==> config.mk <==
export PLATFORM = sky130hd
export DESIGN_NAME = hub75_panel_rx
export DESIGN_NICKNAME = d
export VERILOG_FILES = /design/src/rtl/hub75_panel_rx.sv
export SDC_FILE = /design/constraint.sdc
export NUM_CORES = 1
export LEC_CHECK = 0
export ABC_CLOCK_PERIOD_IN_PS = 3200
export CORE_MARGIN = 2
export CORE_UTILIZATION = 47
export CTS_BUF_LIST = sky130_fd_sc_hd__clkbuf_16
export DETAILED_ROUTE_END_ITERATION = 6
export PLACE_DENSITY = 0.61
export SLEW_MARGIN = 20
export SYNTH_ARGS = -nofsm -noshare
export SYNTH_HDL_FRONTEND = slang
export SYNTH_SLANG_ARGS = --single-unit
==> constraint.sdc <==
create_clock -name clk -period 3.2 [get_ports clk]
set_input_delay 0.8 -clock clk [delete_from_list [all_inputs] [get_ports clk]]
set_output_delay 0.8 -clock clk [all_outputs]
set_load 0.01 [all_outputs]
==> src/rtl/hub75_panel_rx.sv <==
// hub75_panel_rx: HUB75 panel receiver. It samples the shift/latch/blank/data pins,
// rebuilds each latched line pair and drains it as pixel writes (top half first, then
// bottom half). It also reports per-period on-time and flags protocol violations.
`timescale 1ns/1ps
module hub75_panel_rx #(
  parameter int COLS     = 64,
  parameter int ROW_BITS = 4,
  parameter int ONTIME_W = 16
) (
  input  logic                      clk,
  input  logic                      rst,
  input  logic                      sclk,
  input  logic                      latch,
  input  logic                      blank,
  input  logic [2:0]                din_top,
  input  logic [2:0]                din_btm,
  input  logic [ROW_BITS-1:0]       row_sel,
  output logic                      wr_valid,
  input  logic                      wr_ready,
  output logic [ROW_BITS:0]         wr_row,
  output logic [$clog2(COLS)-1:0]   wr_col,
  output logic [2:0]                wr_rgb,
  output logic [ONTIME_W-1:0]       ontime,
  output logic                      ontime_valid,
  output logic                      err_count,
  output logic                      err_unblanked,
  output logic                      err_overlap
);

  localparam int COL_W = $clog2(COLS);
  localparam int CNT_W = $clog2(COLS + 2);
  localparam logic [CNT_W-1:0]    CNT_SAT    = CNT_W'(COLS + 1);
  localparam logic [CNT_W-1:0]    CNT_FULL   = CNT_W'(COLS);
  localparam logic [COL_W-1:0]    LAST_COL   = COL_W'(COLS - 1);
  localparam logic [ONTIME_W-1:0] ONTIME_MAX = {ONTIME_W{1'b1}};

  typedef enum logic [1:0] {ST_IDLE, ST_TOP, ST_BTM} state_t;

  state_t               state_reg;
  logic                 sclk_q_reg;
  logic                 latch_q_reg;
  logic [3*COLS-1:0]    sh_top_reg;
  logic [3*COLS-1:0]    sh_btm_reg;
  logic [3*COLS-1:0]    sh_top_next;
  logic [3*COLS-1:0]    sh_btm_next;
  logic [3*COLS-1:0]    hold_top_reg;
  logic [3*COLS-1:0]    hold_btm_reg;
  logic [ROW_BITS-1:0]  row_reg;
  logic [CNT_W-1:0]     shift_cnt_reg;
  logic [CNT_W-1:0]     shift_cnt_next;
  logic [ONTIME_W-1:0]  ontime_cnt_reg;
  logic                 sclk_rise;
  logic                 latch_rise;
  logic [2:0]           top_col [COLS];
  logic [2:0]           btm_col [COLS];

  // Pins are used unregistered; edges are relative to the previous cycle's sample.
  assign sclk_rise  = sclk & ~sclk_q_reg;
  assign latch_rise = latch & ~latch_q_reg;

  // Post-shift view: a shift coinciding with a latch is part of the committed line.
  always_comb begin
    sh_top_next    = sh_top_reg;
    sh_btm_next    = sh_btm_reg;
    shift_cnt_next = shift_cnt_reg;
    if (sclk_rise) begin
      sh_top_next = {din_top, sh_top_reg[3*COLS-1:3]};
      sh_btm_next = {din_btm, sh_btm_reg[3*COLS-1:3]};
      if (shift_cnt_reg != CNT_SAT) begin
        shift_cnt_next = shift_cnt_reg + CNT_W'(1);
      end
    end
  end

  // Edge history and the two shift registers.
  always_ff @(posedge clk) begin
    if (rst) begin
      sclk_q_reg  <= 1'b1;
      latch_q_reg <= 1'b1;
      sh_top_reg  <= '0;
      sh_btm_reg  <= '0;
    end else begin
      sclk_q_reg  <= sclk;
      latch_q_reg <= latch;
      sh_top_reg  <= sh_top_next;
      sh_btm_reg  <= sh_btm_next;
    end
  end

  // Shift counting, on-time accounting and the latch-time status pulses.
  always_ff @(posedge clk) begin
    if (rst) begin
      shift_cnt_reg  <= '0;
      ontime_cnt_reg <= '0;
      ontime         <= '0;
      ontime_valid   <= 1'b0;
      err_count      <= 1'b0;
      err_unblanked  <= 1'b0;
    end else begin
      ontime_valid  <= latch_rise;
      err_count     <= latch_rise && (shift_cnt_next != CNT_FULL);
      err_unblanked <= latch_rise && !blank;
      if (latch_rise) begin
        shift_cnt_reg  <= '0;
        ontime         <= ontime_cnt_reg;
        // A blank-low cycle on the latch edge already belongs to the new period.
        ontime_cnt_reg <= blank ? '0 : ONTIME_W'(1);
      end else begin
        shift_cnt_reg <= shift_cnt_next;
        if (!blank && ontime_cnt_reg != ONTIME_MAX) begin
          ontime_cnt_reg <= ontime_cnt_reg + ONTIME_W'(1);
        end
      end
    end
  end

  // Drain FSM: commit on latch when idle, then walk top half and bottom half.
  always_ff @(posedge clk) begin
    if (rst) begin
      state_reg    <= ST_IDLE;
      wr_valid     <= 1'b0;
      wr_row       <= '0;
      wr_col       <= '0;
      row_reg      <= '0;
      hold_top_reg <= '0;
      hold_btm_reg <= '0;
      err_overlap  <= 1'b0;
    end else begin
      err_overlap <= 1'b0;
      case (state_reg)
        ST_IDLE: begin
          if (latch_rise) begin
            hold_top_reg <= sh_top_next;
            hold_btm_reg <= sh_btm_next;
            row_reg      <= row_sel;
            wr_row       <= {1'b0, row_sel};
            wr_col       <= '0;
            wr_valid     <= 1'b1;
            state_reg    <= ST_TOP;
          end
        end
        ST_TOP: begin
          err_overlap <= latch_rise;
          if (wr_ready) begin
            if (wr_col == LAST_COL) begin
              wr_col    <= '0;
              wr_row    <= {1'b1, row_reg};
              state_reg <= ST_BTM;
            end else begin
              wr_col <= wr_col + COL_W'(1);
            end
          end
        end
        ST_BTM: begin
          err_overlap <= latch_rise;
          if (wr_ready) begin
            if (wr_col == LAST_COL) begin
              wr_col    <= '0;
              wr_row    <= '0;
              wr_valid  <= 1'b0;
              state_reg <= ST_IDLE;
            end else begin
              wr_col <= wr_col + COL_W'(1);
            end
          end
        end
        default: begin
          state_reg <= ST_IDLE;
          wr_valid  <= 1'b0;
        end
      endcase
    end
  end

  // Column view of the held line for the output pixel mux.
  generate
    for (genvar gi = 0; gi < COLS; gi++) begin : g_cols
      assign top_col[gi] = hold_top_reg[3*gi +: 3];
      assign btm_col[gi] = hold_btm_reg[3*gi +: 3];
    end
  endgenerate

  assign wr_rgb = !wr_valid ? 3'b000 :
                  (state_reg == ST_BTM) ? btm_col[wr_col] : top_col[wr_col];

endmodule
After elaboration in Yosys (flattened, before gate mapping):

Index checks and enable logic that the tools add are counted.

* add/sub/neg operators: 3
* multiply operators: 0
* divide/modulo/power cells: 0
* magnitude comparators: 1
* equal/unequal tests: 12
* shift operators: 0
* multiplexer cells: 35
* bitwise gates (word level): 7
* reductions and logical operators: 16

Operator list (number)
* 2-to-1 mux 192 bit: 2
* binary-select mux 3 bit (select 6 bit): 2
* 2-to-1 mux 16 bit: 2
* 2-to-1 mux 5 bit: 5
* 2-to-1 mux 3 bit: 6
* 2-to-1 mux 6 bit: 3
* adder 16 x 1 -> 16 bit (second input constant): 1
* != test 16 bit (second input constant): 1
* one-hot mux 5 bit (3 select lines): 1
* 2-to-1 mux 7 bit: 2
* != test 7 bit (second input constant): 2
* one-hot mux 6 bit (2 select lines): 1
* 2-to-1 mux 2 bit: 5
* != test 2 bit (second input constant): 5
* adder 7 x 1 -> 7 bit (second input constant): 1
* greater-or-equal comparator 7 bit (second input constant): 1
* NOT 6 -> 7 bit: 1
* adder 6 x 1 -> 6 bit (second input constant): 1
* equality test 6 bit (second input constant): 1
* one-hot mux 2 bit (3 select lines): 1
* AND reduction 6 bit: 1
* OR reduction 2 bit: 3
* AND reduction 5 bit: 1
* 2-to-1 mux 1 bit: 4
* 14 further kinds: 21

* flip-flop bits (word level): 831
* bits in latches: 0
* memory bits (writable): 0
* memory bits (read-only): 0
* bits of input ports: 16
* output and inout port bits: 35
* logic and storage cells: 92
* memories: 0

Logic depth before layout (Yosys ltp):

Gate-level depths: netlist of the first run.

* depth in word-level cells: 6
* gate-level depth with buffers: 10
* depth with buffers taken out: 8

Worst setup path before layout of the first run:

Ideal clock, no wire load.

* path kind: register -> output
* start point: register wr_col[1]
* end point: output port wr_rgb[2]
* arrival time: 1.881 ns
* required time: 2.400 ns
* slack: 0.519 ns
* cell stages (with the launch flop): 9
* buffers on the path: 2
* cells stage by stage: dfxtp_1 > buf_6 > buf_6 > mux4_2 > mux2i_1 > nand2_1 > nand3_1 > nand3_1 > o311a_1

* cells in the longest elaborated chain, start to end: 6
* elaborated cells between the ends (all ways): 9
* classes of those cells: mux (8); bitwise (1)

Ends and longest elaborated chain
* start, declared: RTL line 21 `output logic [$clog2(COLS)-1:0] wr_col,`
* start signal, assigned: RTL line 150 `wr_col <= wr_col + COL_W'(1);`
* start signal, assigned: RTL line 163 `wr_col <= wr_col + COL_W'(1);`
* NOT 6 -> 7 bit (implied by the code) (*): RTL line 184 `(state_reg == ST_BTM) ? btm_col[wr_col] : top_col[wr_col];`
* binary-select mux 3 bit (select 6 bit): RTL line 184
* 2-to-1 mux 3 bit (implied by the code) (2 in a row): RTL line 184
* 2-to-1 mux 3 bit (*): RTL line 184
* 2-to-1 mux 3 bit (*): RTL line 183 `assign wr_rgb = !wr_valid ? 3'b000 :`
* end, declared: RTL line 22 `output logic [2:0] wr_rgb,`

Mark *: on every way between the ends. The rest lies on a longest branch, timed or not. The select of a mux whose other input is x is not followed.

Final worst setup path of the first run:

Same ends and word-level chain as after synthesis.

==> results of run 1 <==
[metal layers]
metal  GRT usage  up-vias
li1            -    11200
met1       0.268    10700
met4      0.0518        0
met5           0        -
met2       0.324      267
met3      0.0346      107
[path summary, 6_finish.rpt]
| check | slack [ns] | endpoint | cells after the start | startpoint |
|---|---|---|---|---|
| max | -0.44 | wr_rgb[2] | 11 | wr_col[1] |
| min | 0.46 | ontime[12] | 2 | ontime[12] |
| max reg2reg | 0.88 | wr_row[4] | 8 | wr_col[0] |
| min reg2reg | 0.46 | ontime[12] | 2 | ontime[12] |
[cells by family (layout without fill, tap and decap cells)]
logic type               after synthesis  after routing  share of synthesized area
AO/OA/AOI/OAI                        492            492                      0.113
XOR/XNOR                              20             20                    0.00548
adder cells (fa/ha/maj)                8              8                    0.00313
buffers and inverters                276            407                     0.0409
flip-flops                           831            831                      0.520
multiplexers                         522            522                      0.196
AND/OR/NAND/NOR                      984            984                      0.122
[per-stage QoR]
stage | hold slack [ns] | TNS (ns)
6_report | 0.456 | -1.28
5_1_grt | 0.477 | -1.55
4_1_cts | 0.458 | -1.48
3_5_place_dp | 0.450 | -0.628
3_3_place_gp | 0.444 | -0.588
2_1_floorplan | 0.437 | 0
[layout by cell type, fill, tap and decap left out, types with 3 or more instances in the layout]
master / n
nor3_1: 9
buf_4: 128
inv_6: 5
a21oi_1: 39
dfxtp_4: 3
clkinv_2: 21
clkbuf_16: 88
buf_6: 8
buf_8: 3
a22oi_2: 7
clkdlybuf4s50_1: 46
clkinv_1: 20
buf_12: 53
xor2_1: 15
mux2i_1: 434
nor2_1: 810
mux4_2: 79
ha_1: 8
buf_16: 3
nand2_1: 76
nor3b_1: 4
a31oi_1: 14
bufinv_16: 5
a22oi_1: 10
a311oi_1: 6
nor2b_2: 3
xnor2_1: 5
a211oi_1: 387
nand3_2: 5
dfxtp_1: 827
nor2b_1: 8
o21ai_0: 7
nand2b_1: 3
nand4_1: 8
nand3_1: 31
and3_1: 7
inv_1: 22
mux2i_2: 7
[repair_timing]
action	CTS	global route
cloned	3	0
pin swaps	18	12
setup buffers	25	8
gates resized for setup	51	21
endpoints found under the setup margin	3	4
[worst min-delay path, cell delays in order (launching register included)]
cell	delay [ns]
dfxtp_1	0.31
nand2_1	0.05
a21oi_1	0.05
[layout make-up]
cell class	instances	area share
inverter	8	0.000804
sequential	831	0.446
timing repair buffer	242	0.0724
tap	873	0.0292
multi-input combinational	2026	0.380
clock buffer	88	0.0590
clock inverter	69	0.0125
[report_power, final]
group | internal (mW) | switching (mW)
logic | 0.505 | 0.651
registers | 10.6 | 0.166
clock network | 5.39 | 4.07
total | 16.5 | 4.88
==> metrics.md, run 1 <==
| Metric | Value |
|---|---|
| Status | finished with violations |
| Violated checks | negative setup slack |
| Vias post-DR | between 20,000 and 25,000 |
| Gr ovfl total | 0 |
| Root buffer cell | clkbuf_16 |
| I/O Buffers | 50 |
| Reg area | around 17,000 sq um |
| Post-route antenna net violation count | 0 |
| Max-cap violations | 0 |
| Leading area contributor after synthesis | dfxtp_1 |
| Final setup violation count | 3 |
| Worst hold-check path type | reg -> reg |
| Final #Nets | between 3,000 and 4,000 |
| Met2 wire len | 32,400 microns |
| Slew headroom | 0.573 |
| H-tree depth | 3 |
| Post-synth ARST share | 0 |
| Crit Path Class | reg -> out |
| Top cells by count, synth | dfxtp_1 (831), nor2_1 (812), mux2i_1 (441), a211oi_1 (387), clkbuf_1 (139) |
| GRT Util Overall | 0.197 |
| Sink Count | between 800 and 900 |
| Die area | roughly 70,000 sq um |
| Max Clock Freq | roughly 270 MHz |
| Crit-path max FO | 6 |
| Cts bufs inserted | 85 |
| Post-layout util | 0.555 |
| Fin. Hold Viols | 0 |
| Peak supply drop | between 400 and 500 uV |
| Vias in the first global route | around 22,000 |
| Rows | 95 |
| Synthesized cell area | around 32,000 sq um |
| Dpl cell area | around 34,000 sq um |
| Arrival time worst endpoint | 2.84 ns |
| Cells after synthesis | ~3,100 |
| WP buf/inv | 6 |
| Max Buffers Root-to-Sink | 3 |
| Routed wl met3 | 2300 microns |
| CP Launch Type | register |
| Skew final | around 0.027 ns |
| First-pass GRT wire length | around 110,000 microns |
| Crit-path slowest cell | dfxtp_4 |
| CTS tree | yes |
| Drt first pass iters | 5 |
| Syn Nets | between 3,000 and 4,000 |
| Dpl ws | -0.218 ns |
| Placed Cells | 3,947 |
| Worst-path clk slew | approximately 0.06 ns |
| Critical Path Sink Type | output port |
| Routed wire per std cell | about 17 microns |
| CP delay by family, top | buffers and inverters |
| Horiz. Die Dim | between 200 and 300 microns |
| Vias per inst | around 5.4 |
| Final Cycle Share | 1.14 |
| Final Power | about 21 mW |
| Slew @ Worst Pin | ~0.64 ns |
| IO Count | 51 |
| Post-synth top area share | 0.520 |
| DP HPWL | about 46,000 microns |
| PD cells | approximately 570 nW/um^2 |
| Slowest stage delay, CP | roughly 0.38 ns |
| Sequential area share after synthesis | 0.520 |
| Syn-to-layout area delta | 16.8% |
| Synth Area per Inst | 10.2 sq um |
| Post-synth top flop | dfxtp_1 |
| Clk_lat worst skew | ~0.64 ns |
| Design area | ~37,000 sq um |
| Drt drc | 0 |
| Layout cell share with drive strength beyond 1 | 0.136 |
| Period minus WS final | approximately 3.6 ns |
| Die H | 265 microns |
| Cell breakdown of the critical path | buf_6 > buf_12 > buf_16 > buf_4 > buf_4 > mux4_2 > mux2i_2 > o21ai_2 > a211o_4 > o311a_4 > buf_6 |
| Synth top area cells | dfxtp_1 (52%), mux2i_1 (14%), nor2_1 (9.5%) |
| Fill cells | about 5,800 |
| Met1 WL | around 33,000 microns |
| Fin cells | slightly above 4,000 |
| Initial antenna violation count | 0 |
| Cts hold-fix bufs | 0 |
| Initial DRC Count | roughly 1,200 |
| Worst Path Required | 2.40 ns |
| Max-slew violation count | 0 |
| Initial Util | 0.476 |
| Most numerous cell in the Yosys netlist | dfxtp_1 |
| RSZ-0062 raised after global routing | true |
| Post-synth EDFFs | 0 |
| Yosys warns | 0 |
| Synthesized flop and latch total | between 800 and 900 |
| Max Used Layer | met4 |
| Post-Route WL | 69,000 microns |
| Core area | approximately 67,000 sq um |
| Gpl congestion | just over 0.8 |
| Ant diodes | 0 |
| Leak | about 15 nW |
| Largest net degree at the start of global routing | between 100 and 150 |
| Post-route setup slack | -0.441 ns |
| Multi-input logic area | around 14,000 sq um |
| Count of different cell masters after synthesis | between 50 and 60 |
No activity file was read; power rests on OpenSTA's default activity.
==> run 2: changes to the inputs <==
CAP_MARGIN = 10   (was not set)
CTS_CLUSTER_SIZE = 30   (was not set)
==> results of run 2 <==
No change in the layout: final DEF, timing and power equal those of run 1.
